**src/rtl/ifq_multi_if.sv**
```systemverilog
// Fetch-queue bus: icache request/return on one side, dispatch slots on the other.
// "master" is the fetch queue; "slave" is the icache/dispatch environment.
interface ifq_multi_if #(
  parameter int ADDR_W     = 32,
  parameter int INST_W     = 32,
  parameter int LINE_INSTS = 4,
  parameter int DISP_W     = 2
);
  logic [ADDR_W-1:0]               icache_pcin;
  logic                            icache_ren;
  logic                            icache_abort;
  logic [LINE_INSTS*INST_W-1:0]    icache_dout;
  logic                            icache_dout_valid;
  logic [DISP_W*INST_W-1:0]        dispatch_inst;
  logic [DISP_W-1:0]               dispatch_valid;
  logic [ADDR_W-1:0]               dispatch_pcout_plus4;
  logic                            dispatch_empty;
  logic [$clog2(DISP_W+1)-1:0]     dispatch_ren_cnt;
  logic [ADDR_W-1:0]               dispatch_branch_addr;
  logic                            dispatch_branch_valid;

  modport master (
    output icache_pcin, icache_ren, icache_abort,
    output dispatch_inst, dispatch_valid, dispatch_pcout_plus4, dispatch_empty,
    input  icache_dout, icache_dout_valid,
    input  dispatch_ren_cnt, dispatch_branch_addr, dispatch_branch_valid
  );
  modport slave (
    input  icache_pcin, icache_ren, icache_abort,
    input  dispatch_inst, dispatch_valid, dispatch_pcout_plus4, dispatch_empty,
    output icache_dout, icache_dout_valid,
    output dispatch_ren_cnt, dispatch_branch_addr, dispatch_branch_valid
  );
endinterface

```
**src/rtl/ifq_multi.sv**
```systemverilog
// Instruction fetch queue: DEPTH-line circular buffer fed by whole icache lines,
// up to DISP_W instructions per cycle to dispatch, same-cycle bypass when empty.
module ifq_multi_slot #(
  parameter int INST_W     = 32,
  parameter int LINE_INSTS = 4,
  parameter int DEPTH      = 4,
  parameter int LANE       = 0
) (
  input  logic                                       vld_i,
  input  logic                                       byp_i,
  input  logic [$clog2(DEPTH*LINE_INSTS)-1:0]        rptr_i,
  input  logic [LINE_INSTS-1:0][INST_W-1:0]          line_i,
  input  logic [DEPTH-1:0][LINE_INSTS-1:0][INST_W-1:0] mem_i,
  output logic [INST_W-1:0]                          inst_o
);
  localparam int OFF_W = $clog2(LINE_INSTS);
  localparam int IW    = $clog2(DEPTH*LINE_INSTS);
  logic [IW-1:0] idx;

  // index wraps modulo the buffer, so line and buffer wrap come for free
  assign idx = rptr_i + IW'(LANE);
  assign inst_o = !vld_i ? '0 :
                  byp_i  ? line_i[idx[OFF_W-1:0]] :
                           mem_i[idx[IW-1:OFF_W]][idx[OFF_W-1:0]];
endmodule

module ifq_multi #(
  parameter int ADDR_W     = 32,
  parameter int INST_W     = 32,
  parameter int LINE_INSTS = 4,
  parameter int DEPTH      = 4,
  parameter int DISP_W     = 2
) (
  input  logic        clk,
  input  logic        reset_n,
  ifq_multi_if.master ifq
);
  localparam int OFF_W = $clog2(LINE_INSTS);
  localparam int LN_W  = $clog2(DEPTH);
  localparam int WP    = LN_W + 1;
  localparam int RP    = LN_W + OFF_W + 1;
  localparam logic [RP-1:0] DISP_R = RP'(DISP_W);

  typedef enum logic {IDLE, WAIT} st_t;
  st_t st_q, st_d;
  logic [WP-1:0]     wptr_q, wptr_d;
  logic [RP-1:0]     rptr_q, rptr_d;
  logic [ADDR_W-1:0] pcin_q, pcin_d, pcout_q, pcout_d;
  logic [DEPTH-1:0][LINE_INSTS-1:0][INST_W-1:0] mem_q;
  logic [LINE_INSTS-1:0][INST_W-1:0] line;
  logic [DISP_W-1:0][INST_W-1:0]     slot;
  logic [DISP_W-1:0] vld;
  logic [WP-1:0] lines_used;
  logic [RP-1:0] inst_count, room, avail, take, cnt_ext;
  logic br, wr, byp, ren, abort;

  assign line       = ifq.icache_dout;
  assign br         = ifq.dispatch_branch_valid;
  assign lines_used = wptr_q - rptr_q[RP-1:OFF_W];
  // after a redirect rptr sits mid-line in a line not yet written: nothing buffered
  assign inst_count = (lines_used == '0) ? '0 : ({wptr_q, {OFF_W{1'b0}}} - rptr_q);
  assign wr         = (st_q == WAIT) && ifq.icache_dout_valid && !br;
  assign byp        = wr && (inst_count == '0);
  assign room       = RP'(LINE_INSTS) - RP'(rptr_q[OFF_W-1:0]);
  assign cnt_ext    = RP'(ifq.dispatch_ren_cnt);

  always_comb begin
    avail = '0;
    if (!br) begin
      if (byp) avail = (room < DISP_R) ? room : DISP_R;
      else     avail = (inst_count < DISP_R) ? inst_count : DISP_R;
    end
    take = (cnt_ext < avail) ? cnt_ext : avail;
    for (int i = 0; i < DISP_W; i++) vld[i] = RP'(i) < avail;
  end

  always_comb begin
    st_d    = st_q;
    wptr_d  = wptr_q;
    rptr_d  = rptr_q + take;
    pcin_d  = pcin_q;
    pcout_d = pcout_q + ADDR_W'({take, 2'b00});
    ren     = 1'b0;
    abort   = 1'b0;
    case (st_q)
      IDLE: if (!br && lines_used < WP'(DEPTH)) begin
        ren  = 1'b1;
        st_d = WAIT;
      end
      WAIT: if (br) abort = 1'b1;
      else begin
        ren = 1'b1;
        if (ifq.icache_dout_valid) begin
          wptr_d = wptr_q + WP'(1);
          pcin_d = pcin_q + ADDR_W'(LINE_INSTS*4);
          if (!(lines_used + WP'(1) < WP'(DEPTH))) st_d = IDLE;
        end
      end
      default: st_d = IDLE;
    endcase
    if (br) begin
      st_d    = IDLE;
      wptr_d  = '0;
      rptr_d  = RP'(ifq.dispatch_branch_addr[OFF_W+1:2]);
      pcin_d  = {ifq.dispatch_branch_addr[ADDR_W-1:OFF_W+2], {(OFF_W+2){1'b0}}};
      pcout_d = {ifq.dispatch_branch_addr[ADDR_W-1:2], 2'b00};
    end
  end

  always_ff @(posedge clk or negedge reset_n) begin
    if (!reset_n) begin
      st_q    <= IDLE;
      wptr_q  <= '0;
      rptr_q  <= '0;
      pcin_q  <= '0;
      pcout_q <= '0;
    end else begin
      st_q    <= st_d;
      wptr_q  <= wptr_d;
      rptr_q  <= rptr_d;
      pcin_q  <= pcin_d;
      pcout_q <= pcout_d;
    end
  end

  always_ff @(posedge clk) begin
    if (wr) mem_q[wptr_q[WP-2:0]] <= line;
  end

  for (genvar g = 0; g < DISP_W; g++) begin : g_slot
    ifq_multi_slot #(.INST_W(INST_W), .LINE_INSTS(LINE_INSTS), .DEPTH(DEPTH), .LANE(g)) u_slot (
      .vld_i (vld[g]),
      .byp_i (byp),
      .rptr_i(rptr_q[RP-2:0]),
      .line_i(line),
      .mem_i (mem_q),
      .inst_o(slot[g])
    );
  end

  // IDLE with room requests combinationally, so hold it off while in reset
  assign ifq.icache_ren           = ren && reset_n;
  assign ifq.icache_abort         = abort && reset_n;
  assign ifq.icache_pcin          = pcin_q;
  assign ifq.dispatch_inst        = slot;
  assign ifq.dispatch_valid       = vld;
  assign ifq.dispatch_empty       = (avail == '0);
  assign ifq.dispatch_pcout_plus4 = pcout_q + ADDR_W'(4);
endmodule
```
**src/flat_wrapper.sv**
```systemverilog
// flat-port wrapper written by rule: the top's interface ports become plain ports
module ifq_multi_flat 
#(
  parameter int ADDR_W     = 32,
  parameter int INST_W     = 32,
  parameter int LINE_INSTS = 4,
  parameter int DEPTH      = 4,
  parameter int DISP_W     = 2
)
  (clk, reset_n, ifq_icache_pcin, ifq_icache_ren, ifq_icache_abort, ifq_dispatch_inst, ifq_dispatch_valid, ifq_dispatch_pcout_plus4, ifq_dispatch_empty, ifq_icache_dout, ifq_icache_dout_valid, ifq_dispatch_ren_cnt, ifq_dispatch_branch_addr, ifq_dispatch_branch_valid);
  ifq_multi_if #(.ADDR_W(ADDR_W), .INST_W(INST_W), .LINE_INSTS(LINE_INSTS), .DISP_W(DISP_W)) ifq_i ();
  input  logic clk;
  input  logic reset_n;
  output wire logic [$bits(ifq_i.icache_pcin)-1:0] ifq_icache_pcin;
  output wire logic [$bits(ifq_i.icache_ren)-1:0] ifq_icache_ren;
  output wire logic [$bits(ifq_i.icache_abort)-1:0] ifq_icache_abort;
  output wire logic [$bits(ifq_i.dispatch_inst)-1:0] ifq_dispatch_inst;
  output wire logic [$bits(ifq_i.dispatch_valid)-1:0] ifq_dispatch_valid;
  output wire logic [$bits(ifq_i.dispatch_pcout_plus4)-1:0] ifq_dispatch_pcout_plus4;
  output wire logic [$bits(ifq_i.dispatch_empty)-1:0] ifq_dispatch_empty;
  input wire logic [$bits(ifq_i.icache_dout)-1:0] ifq_icache_dout;
  input wire logic [$bits(ifq_i.icache_dout_valid)-1:0] ifq_icache_dout_valid;
  input wire logic [$bits(ifq_i.dispatch_ren_cnt)-1:0] ifq_dispatch_ren_cnt;
  input wire logic [$bits(ifq_i.dispatch_branch_addr)-1:0] ifq_dispatch_branch_addr;
  input wire logic [$bits(ifq_i.dispatch_branch_valid)-1:0] ifq_dispatch_branch_valid;
  assign ifq_icache_pcin = ifq_i.icache_pcin;
  assign ifq_icache_ren = ifq_i.icache_ren;
  assign ifq_icache_abort = ifq_i.icache_abort;
  assign ifq_dispatch_inst = ifq_i.dispatch_inst;
  assign ifq_dispatch_valid = ifq_i.dispatch_valid;
  assign ifq_dispatch_pcout_plus4 = ifq_i.dispatch_pcout_plus4;
  assign ifq_dispatch_empty = ifq_i.dispatch_empty;
  assign ifq_i.icache_dout = ifq_icache_dout;
  assign ifq_i.icache_dout_valid = ifq_icache_dout_valid;
  assign ifq_i.dispatch_ren_cnt = ifq_dispatch_ren_cnt;
  assign ifq_i.dispatch_branch_addr = ifq_dispatch_branch_addr;
  assign ifq_i.dispatch_branch_valid = ifq_dispatch_branch_valid;
  ifq_multi #(.ADDR_W(ADDR_W), .INST_W(INST_W), .LINE_INSTS(LINE_INSTS), .DEPTH(DEPTH), .DISP_W(DISP_W)) u_core (.clk(clk), .reset_n(reset_n), .ifq(ifq_i));
endmodule
```
**config.mk**
```make
export PLATFORM = sky130hd
export DESIGN_NAME = ifq_multi_flat
export DESIGN_NICKNAME = d
export VERILOG_FILES = /design/src/rtl/ifq_multi_if.sv /design/src/rtl/ifq_multi.sv /design/src/flat_wrapper.sv
export SDC_FILE = /design/constraint.sdc
export NUM_CORES = 1
export LEC_CHECK = 0
export ABC_CLOCK_PERIOD_IN_PS = 5550
export BUFFER_PORTS_ARGS = -buffer_cell sky130_fd_sc_hd__buf_2
export CORE_UTILIZATION = 53
export DETAILED_ROUTE_END_ITERATION = 16
export HOLD_SLACK_MARGIN = 0.05
export PLACE_DENSITY_LB_ADDON = 0.05
export SYNTH_ARGS = -nofsm -noshare
export SYNTH_HDL_FRONTEND = slang
export SYNTH_SLANG_ARGS = --single-unit
```
**constraint.sdc**
```tcl
create_clock -name clk -period 5.55 [get_ports clk]
set_input_delay 1.11 -clock clk [delete_from_list [all_inputs] [get_ports clk]]
set_output_delay 1.11 -clock clk [all_outputs]
set_load 0.005 [all_outputs]
```
======== After elaboration in Yosys (flattened, before gate mapping) ========
Index checks and enable logic that the tools add are counted.
storage, ports and cells
  latch bits .............................. 0
  output and inout bits ................... 133
  memory bits (read-only) ................. 0
  memories ................................ 0
  flip-flop bits (word level) ............. 585
  bits in writable memories ............... 0
cells by class
  reduce and logical (&&, ||, !) cells .... 14
  shifts and indexed selects .............. 0
  $mul .................................... 0
  order comparisons ....................... 13
  add/sub/neg operators ................... 10
  eq/ne operators ......................... 0
  divide/modulo/power cells ............... 0
  bitwise gates (word level) .............. 1
  muxes and demuxes ....................... 42
operators with widths
  operator                                                    count
  binary-select mux 128 bit (select 2 bit)                    2
  bitwise mux 512 bit                                         1
  2-to-1 mux 128 bit                                          3
  2-to-1 mux 32 bit                                           12
  binary-select mux 32 bit (select 2 bit)                     4
  demux 128 bit (select 2 bit)                                1
  2-to-1 mux 5 bit                                            7
  adder 32 x 3 -> 32 bit, second input constant               1
  adder 32 x 5 -> 32 bit, second input constant               1
  adder 32 x 7 -> 32 bit                                      1
  less-than comparator 2 x 3 -> 1 bit, second input constant  5
  logical NOT 5 bit                                           2
  less-than comparator 1 x 5 -> 1 bit, first input constant   2
  less-than comparator 5 x 2 -> 1 bit, second input constant  2
  2-to-1 mux 3 bit                                            3
  logical AND 1 bit                                           7
  2-to-1 mux 1 bit                                            7
  adder 3 x 1 -> 3 bit, second input constant                 2
  less-than comparator 3 bit, second input constant           2
  adder 5 bit                                                 1
  less-than comparator 2 x 5 -> 1 bit                         1
  subtractor 5 bit                                            1
  adder 4 x 1 -> 4 bit, second input constant                 1
  case mux 1 bit (2 select lines)                             2
  other kinds (8)                                             9

======== Longest topological paths before layout ========
Gate-level depths: netlist of the first run.
  depth after elaboration ................. 11
  mapped depth ............................ 22
  depth with buffers taken out ............ 20

======== By module ========
From an unflattened synthesis of the first run, not the netlist that was laid out.
second synthesis, totals
  cell total of the unflattened synthesis .. 2363
  area total of the unflattened synthesis .. 32025.7 um2
modules (own cells, without submodules)
  module                                    seq. area each (um2)  times used  area each (um2)  cells each
  ifq_multi                                 17051.4               1           20196.9          1032
  ifq_multi_slot (u_core.g_slot[1].u_slot)  0.0                   1           6571.3           840
  ifq_multi_slot (u_core.g_slot[0].u_slot)  0.0                   1           5257.5           491

======== Least setup slack after synthesis of the first run ========
No wires, ideal clock.
  path type ............................... register -> register
  start ................................... register u_core.rptr_q[2]
  end ..................................... register u_core.pcout_q[15]
  setup slack ............................. 466 ps
  required time ........................... 5425 ps
  library setup time ...................... 125 ps
  cell stages (with the launch flop) ...... 21
  period minus slack after synthesis ...... 5084 ps
  arrival time ............................ 4960 ps
  path through ............................ dfrtp_1 > buf_4 > buf_2 > buf_2 > inv_1 > ha_1 > nor3b_1 > or3_1 > a221o_1 > a32o_1 > inv_1 > ha_1 > o22ai_2 > mux2_2 > ha_1 > a21o_1 > a21oi_1 > o211ai_1 > nor4b_4 > xnor2_1 > mux2_2
between the ends
  cells in the longest elaborated chain, start to end .. 11
  elaborated cells between the ends (all ways) .. 14
  classes of those cells .................. add/sub: 3; order compare: 2; mux: 6; reduce/logical: 3
RTL lines
  element                                                                   RTL line                          RTL
  from (decl)                                                               ifq_multi.sv:47                   logic [RP-1:0] rptr_q, rptr_d;
  from (signal assigned)                                                    ifq_multi.sv:120                  rptr_q <= rptr_d;
  subtractor 3 bit                                                          ifq_multi.sv:59                   assign lines_used = wptr_q - rptr_q[RP-1:OFF_W];
  logical NOT 3 bit                                                         ifq_multi.sv:61                   assign inst_count = (lines_used == '0) ? '0 : ({wptr_q, {OFF_W{1'b0}}} - rptr_q);
  2-to-1 mux 5 bit (*)                                                      ifq_multi.sv:61
  less-than comparator 5 x 2 -> 1 bit or logical NOT 5 bit (tied branches)  ifq_multi.sv:71, ifq_multi.sv:63
  2-to-1 mux 5 bit or logical AND 1 bit (tied branches)                     ifq_multi.sv:71, ifq_multi.sv:63
  2-to-1 mux 5 bit (*)                                                      ifq_multi.sv:70                   if (byp) avail = (room < DISP_R) ? room : DISP_R;
  2-to-1 mux 5 bit (*)                                                      ifq_multi.sv:69                   if (!br) begin
  less-than comparator 2 x 5 -> 1 bit                                       ifq_multi.sv:73                   take = (cnt_ext < avail) ? cnt_ext : avail;
  2-to-1 mux 5 bit (*)                                                      ifq_multi.sv:73
  adder 32 x 7 -> 32 bit (*)                                                ifq_multi.sv:82                   pcout_d = pcout_q + ADDR_W'({take, 2'b00});
  2-to-1 mux 32 bit (*)                                                     ifq_multi.sv:101                  if (br) begin
  net u_core.pcout_d[15]                                                    ifq_multi.sv:48                   logic [ADDR_W-1:0] pcin_q, pcin_d, pcout_q, pcout_d;
  to (signal assigned)                                                      ifq_multi.sv:122                  pcout_q <= pcout_d;
  to (decl)                                                                 ifq_multi.sv:48
The timed path passes the listed nets; every way through them passes the cells marked *.
A chain may end at the register's enable or synchronous reset.

======== Worst setup path in the final report of the first run ========
  start ................................... register u_core.rptr_q[1]
  end ..................................... output port ifq_dispatch_inst[63]
between the ends
  cells in the longest elaborated chain, start to end .. 8
  elaborated cells between the ends (all ways) .. 21
  classes of those cells .................. add/sub: 3; order compare: 3; mux: 13; reduce/logical: 2
RTL lines
  element                                                                   RTL line                          RTL
  subtractor 5 bit                                                          ifq_multi.sv:61
  2-to-1 mux 5 bit                                                          ifq_multi.sv:61
  less-than comparator 5 x 2 -> 1 bit or logical NOT 5 bit (tied branches)  ifq_multi.sv:71, ifq_multi.sv:63
  2-to-1 mux 5 bit or logical AND 1 bit (tied branches)                     ifq_multi.sv:71, ifq_multi.sv:63
  2-to-1 mux 5 bit                                                          ifq_multi.sv:70
  2-to-1 mux 5 bit                                                          ifq_multi.sv:69
  less-than comparator 1 x 5 -> 1 bit                                       ifq_multi.sv:74                   for (int i = 0; i < DISP_W; i++) vld[i] = RP'(i) < avail;
  2-to-1 mux 32 bit (*)                                                     ifq_multi.sv:22                   assign inst_o = !vld_i ? '0 :
  to (decl)                                                                 flat_wrapper.sv:17                output wire logic [$bits(ifq_i.dispatch_inst)-1:0] ifq_dispatch_inst;
Mark *: on every way between the ends. The rest lies on a longest branch, timed or not. The select of a mux whose other input is x is not followed.

==> flow_summary.toml, run 1 <==
[clock_tree]
cts_tree = "built"
cts_root_buffer = "clkbuf_16"
clock_latency_ps = 630
cts_num_sinks = 579
clockBufferDepth = 3
numCtsBuffers = 61
clk_pin_slew_ps = 60
cts_htree_levels = 2
ctsHoldBuffers = 0

[finish]
drive_gt1_frac = 0.285
nFillCells = 4498
area_growth_pct = 13.8
fin_nets = 2755

[drt]
drtIter0Drc = 2215
drtAntennaViolNets = 0
dr.pass1.iters = 6
drc = 0
vias = 21800
drt_wl_total_um = 88400
wl_met3_um = 6900
top_layer = "met5"
vias_per_cell = 6.43
wl_met1_um = 35600
dr_wl_met2_um = 42900
wl_per_cell_um = 26.1

[synth]
yosysSeqAreaShare = 0.552
synth_area_per_cell_um2 = 13.4
synth_compound_area_frac = 0.0772
synthSimpleGateAreaFrac = 0.106
ys_ff_latch = 579
async_flop_share = 0.116
ys.flop_type = "edfxtp_1"
syn-cell-area_um2 = 30900
synthAdderAreaFrac = 0.0109
netlist_instances = 2309
synth_edf_count = 512
synth_xor_area_frac = 0.0254
synth_top_family_by_area = "multiplexers"
yosys_warnings = 0
synth_cell_types = 66
synth_mux_area_frac = 0.198

[global_routing]
grt_pass1_wl_um = 134000
grt_remaining_overflow = 0
grt_use_total = 0.300
grt_pass1_vias = 22100
grt_antenna_before_repair = 14
grt_max_degree = 68

[floorplanning]
die_area_um2 = 59200
die_w_um = 243
start_util = 0.536
rows = 88
dieHeight_um = 243
pin_count = 299
core_area_um2 = 57600

[setup_path]
startpoint = "u_core.rptr_q[1]$_DFF_PN0_"
reg2reg_slack_ps = 590
cp.arrival_ps = 4330
worstReg2RegEnd = "u_core.pcout_q[15]$_DFF_PN0_"
crit_type = "reg2out"
reg2reg_from = "u_core.wptr_q[0]$_DFFE_PN0P_"
ff2ff_path_depth = 21
crit_end = "ifq_dispatch_inst[63]"
cp.required_ps = 4440
worstSetupEndpointType = "output pin"
cp-start-kind = "flop"
crit_fanout = 20

[min_path]
hp-class = "reg2reg"

[timing]
timing.hold.ws_ps = 606
skew_ps = 11.2
period_minus_slack_ps = 5440
slew_violations = 0
hold_viol = 0
rsz0062_at_grt = "false"
tns_ps = 0
final.period_utilization = 0.981
timing.fmax_ghz = 0.184
finalSetupViolCount = 0
slew_headroom = 0.133
worst_pin_slew_ps = 1300

[power_and_ir_drop]
ir_drop_v = 0.000494
leakagePower_nw = 12.4
p_per_area_nw_per_um2 = 501

[place]
place_congestion = 0.896
dpl.hpwl_um = 53900
port_buffers = 290

[status]
outcome = "complete, no violations"

[flow_run]
drv_cap = 0
layer usage:
layer  GRT usage  vias up
met1       0.408    11100
li1            -     9444
met4       0.102       14
met2       0.491     1023
met3      0.0503      213
met5           0        -
power breakdown:
group,total (mW),switching [mW],internal (mW)
combinational,8.49,4.89,3.61
clock,3.98,1.68,2.29
sequential,5.14,0.188,4.95
cell families (layout without fill, tap and decap cells):
| kind of cell | Yosys count | count (layout) |
|---|---|---|
| muxes | 326 | 326 |
| and+or+nand+nor | 757 | 757 |
| buffers and inverters | 198 | 492 |
| DFF | 579 | 579 |
| xor gates and xnor gates | 84 | 84 |
| other | 1 | 18 |
| adders and majority gates | 25 | 25 |
| AOI/OAI and AO/OA | 339 | 339 |
synth_stat cells, types with 8 or more instances:
master    count  area share
a211oi_1     13      0.0032
a21oi_1     147       0.024
a221oi_1      8      0.0023
a22o_1        9      0.0026
a311o_1      31       0.010
a311oi_2     21       0.010
a31oi_1      29      0.0059
and3_1       48      0.0097
buf_1        16      0.0019
buf_2        46      0.0075
buf_4        17      0.0041
buf_6         8      0.0029
clkbuf_1     86       0.010
dfrtp_1      67       0.054
edfxtp_1    512        0.50
ha_1         22      0.0089
inv_1        20      0.0024
mux2_2       27      0.0098
mux2i_1      74       0.024
mux4_2      225        0.16
nand2_1     495       0.060
nand3_1      56      0.0091
nand4_1      11      0.0022
nor2_1       79      0.0096
nor3_1       13      0.0021
nor4_1       25      0.0051
o211ai_1     26      0.0063
o21ai_0      25      0.0041
xnor2_1      49       0.014
xor2_1       31      0.0088
worst min path at each step:
stage                                      start                            to  slack, ps  depth (start not counted)
floorplan             u_core.rptr_q[4]$_DFF_PN0_    u_core.rptr_q[4]$_DFF_PN0_        550                          2
global placement      u_core.rptr_q[4]$_DFF_PN0_    u_core.rptr_q[4]$_DFF_PN0_        590                          2
detailed placement    u_core.rptr_q[4]$_DFF_PN0_    u_core.rptr_q[4]$_DFF_PN0_        590                          2
CTS                 u_core.wptr_q[1]$_DFFE_PN0P_  u_core.wptr_q[1]$_DFFE_PN0P_        610                          2
global route        u_core.wptr_q[1]$_DFFE_PN0P_  u_core.wptr_q[1]$_DFFE_PN0P_        630                          2
finish                u_core.rptr_q[4]$_DFF_PN0_    u_core.rptr_q[4]$_DFF_PN0_        610                          2
sequential cells by signal, indices dropped and copies added, names as in the netlist:
register                cells
u_core.ifq.icache_pcin     28
u_core.mem_q              512
u_core.pcout_q             30
u_core.rptr_q               5
u_core.st_q                 1
u_core.wptr_q               3
cells in the final DEF, fill, tap and decap left out, drive strengths merged, types with 11 or more instances in the layout:
master  instances
nand2         495
and3           48
mux4          225
xnor2          51
mux2           27
dfrtp          67
a311o          31
nor4           25
nor2           79
a21oi         147
edfxtp        512
a311oi         26
o211ai         26
xor2           32
mux2i          74
conb           11
o21ai          25
inv            25
buf           357
a211oi         13
ha             22
clkinv         24
nor3           13
nand3          58
clkbuf         80
nand4          11
a31oi          30
final cells by class:
cell class                 instances  area, um^2  area share
inverter                          23        86.3     0.00246
multi-input combinational       1542       13000       0.369
clock buffer                      80        1640      0.0466
timing repair buffer             357        2130      0.0605
antenna                            7        17.5    0.000498
sequential                       579       17100       0.485
clock inverter                    32         282     0.00801
tap                              765         957      0.0272
critical path, cell delays in order (launching register included):
cell and delay (ps):
dfrtp_4 590, inv_1 150, ha_4 210, buf_4 240, or4b_1 560, a221oi_2 320
or2_4 260, a31oi_4 360, a311oi_1 770, buf_2 240
metrics by stage:
stage               cells  power (mW)   util  area (um^2)  worst slack [ps]
CTS                  3374        17.6  0.610        35100              42.9
floorplan            2319        10.9      -        30900               466
global placement     3262        13.6  0.576        33200               481
detailed placement   3262        13.6  0.576        33200               342
global route         3382        18.4  0.610        35200              22.7
finish               3385        17.6  0.611        35200               107
what timing repair did:
item                                    4_1_cts  5_1_grt
resized for setup                             0        3
hold endpoints to repair                      0        0
endpoints found under the setup margin        0       11
buffers inserted                              0        4
Power figures use the tool's default switching activity.
==> run 2: changes to the inputs <==
Settings changed: PLACE_DENSITY from default to 0.73, PLACE_DENSITY_LB_ADDON 0.05 to default.
==> run 2 against run 1 <==
Compared with the run above: clock skew is 20 ps higher; non-clock buffer count is 2 lower; critical endpoint is now ifq_dispatch_inst[41]; via count is 2.9% higher; largest cell class unchanged; largest power group unchanged.
==> flow_summary.toml, run 2 (synthesis gave the netlist of run 1 again) <==
[drt]
wl_per_cell_um = 26.0
dr.pass1.iters = 5
drt_wl_total_um = 88000
vias = 22400
drtAntennaViolNets = 0
drtIter0Drc = 2751
drc = 0
vias_per_cell = 6.62

[min_path]
hp-class = "in2async"

[power_and_ir_drop]
clockPowerShare = 0.235
leakagePower_nw = 12.4
power.total_mw = 17.8
p_per_area_nw_per_um2 = 504
p_int_mw = 11.0
power.share.sequential = 0.289
power_frac_comb = 0.476
power.switching_mw = 6.79
ir_drop_v = 0.000347
switching_share = 0.382

[flow_run]
drv_cap = 0

[floorplanning]
dieHeight_um = 243
core_area_um2 = 57600
start_util = 0.536
pin_count = 299
die_w_um = 243
rows = 88
die_area_um2 = 59200

[finish]
final_common_cell = "edfxtp_1"
area_growth_pct = 14.2
final_cell_mix = "edfxtp_1 (512), nand2_1 (495), buf_2 (290)"
fin_nets = 2753
drive_gt1_frac = 0.286
largest_reg_flops = 512

[clock_tree]
cts_root_buffer = "clkbuf_16"
cts_htree_levels = 2
numCtsBuffers = 61
clk_pin_slew_ps = 70
cts_num_sinks = 579
ctsHoldBuffers = 0
clock_latency_ps = 660
clockBufferDepth = 3
cts_tree = "built"

[status]
outcome = "complete, no violations"

[timing]
timing.fmax_ghz = 0.185
worst_pin_slew_ps = 1160
period_minus_slack_ps = 5410
slew_headroom = 0.225
skew_ps = 30.8
slew_violations = 0
final.period_utilization = 0.974
layout_setup_ws_ps = 144
finalSetupViolCount = 0
tns_ps = 0
hold_viol = 0
rsz0062_at_grt = "false"

[setup_path]
cp.buffers_inverters = 3
reg2reg_slack_ps = 360
crit_fanout = 70
cp_top_family = "buffers and inverters"
cp.arrival_ps = 4300
crit_type = "reg2out"
worstSetupEndpointType = "output pin"
cp.required_ps = 4440
critPathMaxStageDelay_ps = 680
worst_path_max_delay_cell = "buf_4"
cp-start-kind = "flop"
crit_chain = "buf_4 > nand3_2 > xnor2_4 > buf_12 > mux4_2 > a22o_1 > a221oi_1 > a211oi_1 > buf_2"

[place]
pre_cts_ws_ps = 428
dpl.hpwl_um = 53900
port_buffers = 290
place_congestion = 0.942

[global_routing]
grt_max_degree = 95
grt_antenna_before_repair = 16
grt_use_total = 0.295
grt_pass1_vias = 22200
grt_pass1_wl_um = 133000
grt_remaining_overflow = 0
## run 2: cell type report
class                           instances  area [um^2]
Fill cell                            4329        22300
Sequential cell                       579        17100
Multi-Input combinational cell       1542        13000
Timing Repair Buffer                  355         2100
Clock buffer                           69         1560
Tap cell                              765          957
Clock inverter                         46          498
Inverter                               23         86.3
Antenna cell                            8         20.0
## run 2: through the flow
step	hold slack, ps	instance area, um^2	std cells	util
after floorplan	545	30900	2319	-
after global placement	593	33100	3260	0.576
after detailed placement	607	33100	3260	0.576
after CTS	475	35200	3375	0.611
after global routing	523	35300	3383	0.612
final	495	35300	3387	0.612
## run 2: routing by layer
layer,track usage,part of all wire,routed length [um]
met5,0,0.0016,145
met2,0.468,0.48,41900
met4,0.129,0.040,3500
met3,0.0578,0.11,9390
met1,0.397,0.38,33100
## run 2: final timing paths
path,from,endpoint,cells after the start
max,u_core.rptr_q[1]$_DFF_PN0_,ifq_dispatch_inst[41],9
min,reset_n,u_core.pcout_q[25]$_DFF_PN0_,1
max reg2reg,u_core.rptr_q[2]$_DFF_PN0_,u_core.pcout_q[19]$_DFF_PN0_,19
min reg2reg,u_core.wptr_q[2]$_DFFE_PN0P_,u_core.wptr_q[2]$_DFFE_PN0P_,2
max in group asynchronous,reset_n,u_core.rptr_q[0]$_DFF_PN0_,2
min in group clk,u_core.wptr_q[2]$_DFFE_PN0P_,u_core.wptr_q[2]$_DFFE_PN0P_,2
## run 2: power by group through the flow
stage	sequential [mW]	combinational (mW)	clock, mW
finish	5.13	8.45	4.18
global route	5.15	8.98	4.40
CTS	5.12	8.37	4.23
detailed placement	5.21	8.33	0
global placement	5.20	8.20	0
floorplan	5.16	5.72	0
## run 2: what timing repair did
item                                    CTS  global route
hold endpoints to repair                  0             0
endpoints found under the setup margin    0            14
resized for setup                         0             1
buffers inserted                          0             4
==> run 3: changes to the inputs <==
Settings changed: ABC_CLOCK_PERIOD_IN_PS 5550 to 5440.
Clock period 5.55 ns to 5.44 ns, I/O delays scaled along.
==> run 3 against run 2 <==
Compared with the run above: critical path depth increased by 2; power increased by 1.6%; non-clock buffer count increased by 3; highest routed layer unchanged.
==> flow_summary.toml, run 3 (synthesis gave the netlist of run 1 again) <==
[timing]
rsz0062_at_grt = "false"
final.period_utilization = 0.967
slew_violations = 0
skew_ps = 34.1
timing.hold.ws_ps = 611
worst_pin_slew_ps = 1170
finalSetupViolCount = 0
timing.fmax_ghz = 0.190
hold_viol = 0
period_minus_slack_ps = 5260
tns_ps = 0
slew_headroom = 0.218
layout_setup_ws_ps = 178

[place]
pre_cts_ws_ps = 415
dpl.hpwl_um = 53800
place_congestion = 0.940
port_buffers = 290
placed_area_um2 = 33200

[min_path]
holdPathEnd = "u_core.wptr_q[1]$_DFFE_PN0P_"
worstHoldStart = "u_core.wptr_q[1]$_DFFE_PN0P_"
hold_depth = 2
hp-class = "reg2reg"

[finish]
final_common_cell = "edfxtp_1"
fin_nets = 2754
final_cell_mix = "edfxtp_1 (512), nand2_1 (495), buf_2 (290)"
largest_reg_flops = 512
final_area_um2 = 35200
drive_gt1_frac = 0.287
area_growth_pct = 14.1

[global_routing]
grt_max_degree = 83
grt_pass1_vias = 22800
grt_use_total = 0.297
grt_pass1_wl_um = 134000
grt_remaining_overflow = 0
grt_antenna_before_repair = 16

[drt]
drtIter0Drc = 2426
vias_per_cell = 6.59
vias = 22300
wl_per_cell_um = 26.1
drt_wl_total_um = 88200
dr.pass1.iters = 5
drc = 0
drtAntennaViolNets = 0

[clock_tree]
cts_tree = "built"
cts_root_buffer = "clkbuf_16"
clockBufferDepth = 3
numCtsBuffers = 59
cts_htree_levels = 2
ctsHoldBuffers = 0
cts_num_sinks = 579
clock_latency_ps = 640
clk_pin_slew_ps = 60

[setup_path]
critPathMaxStageDelay_ps = 660
worst_path_max_delay_cell = "dfrtp_4"
cp_common_cell = "buf_4"
reg2reg_from = "u_core.rptr_q[2]$_DFF_PN0_"
cp.buffers_inverters = 5
cp.required_ps = 4350
cp.arrival_ps = 4170
worstSetupEndpointType = "output pin"
crit_fanout = 28
crit_type = "reg2out"
ff2ff_path_depth = 17
crit_chain = "inv_2 > ha_4 > buf_4 > and2_1 > nand2_1 > buf_12 > a21oi_1 > nor4_1 > a311oi_1 > buf_4 > buf_2"
reg2reg_slack_ps = 330
cp-start-kind = "flop"
cp_top_family = "buffers and inverters"
worstReg2RegEnd = "u_core.pcout_q[15]$_DFF_PN0_"

[flow_run]
drv_cap = 0

[floorplanning]
dieHeight_um = 243
die_area_um2 = 59200
rows = 88
start_util = 0.536
pin_count = 299
die_w_um = 243
core_area_um2 = 57600

[power_and_ir_drop]
p_per_area_nw_per_um2 = 512
leakagePower_nw = 12.4
ir_drop_v = 0.000498

[status]
outcome = "complete, no violations"
run 3: cell count changes in the layout (fill, tap and decap cells not counted), sizes merged:
cell	change
buf	+3
clkinv	-7
clkinvlp	+2
diode	-1
run 3: report_power, final:
| part | switching (mW) | internal (mW) | total, mW |
|---|---|---|---|
| logic | 4.96 | 3.67 | 8.63 |
| clock network | 1.72 | 2.44 | 4.16 |
| registers | 0.206 | 5.05 | 5.26 |
run 3: layout make-up:
cell class / instances / area [um^2]
fillers: 4365 / 22400
well taps: 765 / 957
diodes: 7 / 17.5
inverters: 23 / 86.3
clock buffers: 69 / 1540
repair buffers: 358 / 2140
flip-flops and latches: 579 / 17100
multi-input cells: 1542 / 13000
clock inverters: 41 / 449
run 3: how the worst max path moves through the flow:
| stage | startpoint | endpoint | slack [ps] | depth (start not counted) |
|---|---|---|---|---|
| after CTS | u_core.rptr_q[0]$_DFF_PN0_ | ifq_dispatch_inst[34] | 170 | 11 |
| after floorplan | u_core.rptr_q[2]$_DFF_PN0_ | u_core.pcout_q[15]$_DFF_PN0_ | 360 | 20 |
| final | u_core.rptr_q[0]$_DFF_PN0_ | ifq_dispatch_inst[34] | 180 | 11 |
| after global placement | ifq_dispatch_branch_valid | ifq_dispatch_inst[54] | 420 | 9 |
| after global routing | u_core.rptr_q[0]$_DFF_PN0_ | ifq_dispatch_inst[32] | 30 | 11 |
| after detailed placement | ifq_dispatch_branch_valid | ifq_dispatch_inst[54] | 410 | 9 |
run 3: layer usage:
layer  vias up  wire, um  part of all wire  global-route usage
met1     11100     32200              0.36               0.385
li1       9451         -                 -                   -
met3       256      9970              0.11              0.0644
met5         -       124            0.0014                   0
met4        22      3240             0.037               0.122
met2      1442     42700              0.48               0.488
run 3: per-stage QoR:
stage / util / total power [mW] / instances
floorplan: - / 11.1 / 2319
global placement: 0.576 / 13.6 / 3262
detailed placement: 0.576 / 13.8 / 3262
CTS: 0.611 / 18.0 / 3377
global route: 0.612 / 18.8 / 3381
finish: 0.612 / 18.1 / 3384
run 3: repair_timing:
item                       4_1_cts  5_1_grt
gates resized for setup          1        0
setup buffers                    5        0
setup endpoints to repair       16        0
run 3: worst reg2reg max path: cells and delay by family (launching register included):
kind | cells | cell delay [ps]
AO/OA/AOI/OAI | 6 | 1660
XOR/XNOR | 1 | 110
adder cells (fa/ha/maj) | 3 | 930
buffers and inverters | 2 | 140
flip-flops | 1 | 450
multiplexers | 2 | 680
AND/OR/NAND/NOR | 3 | 1050
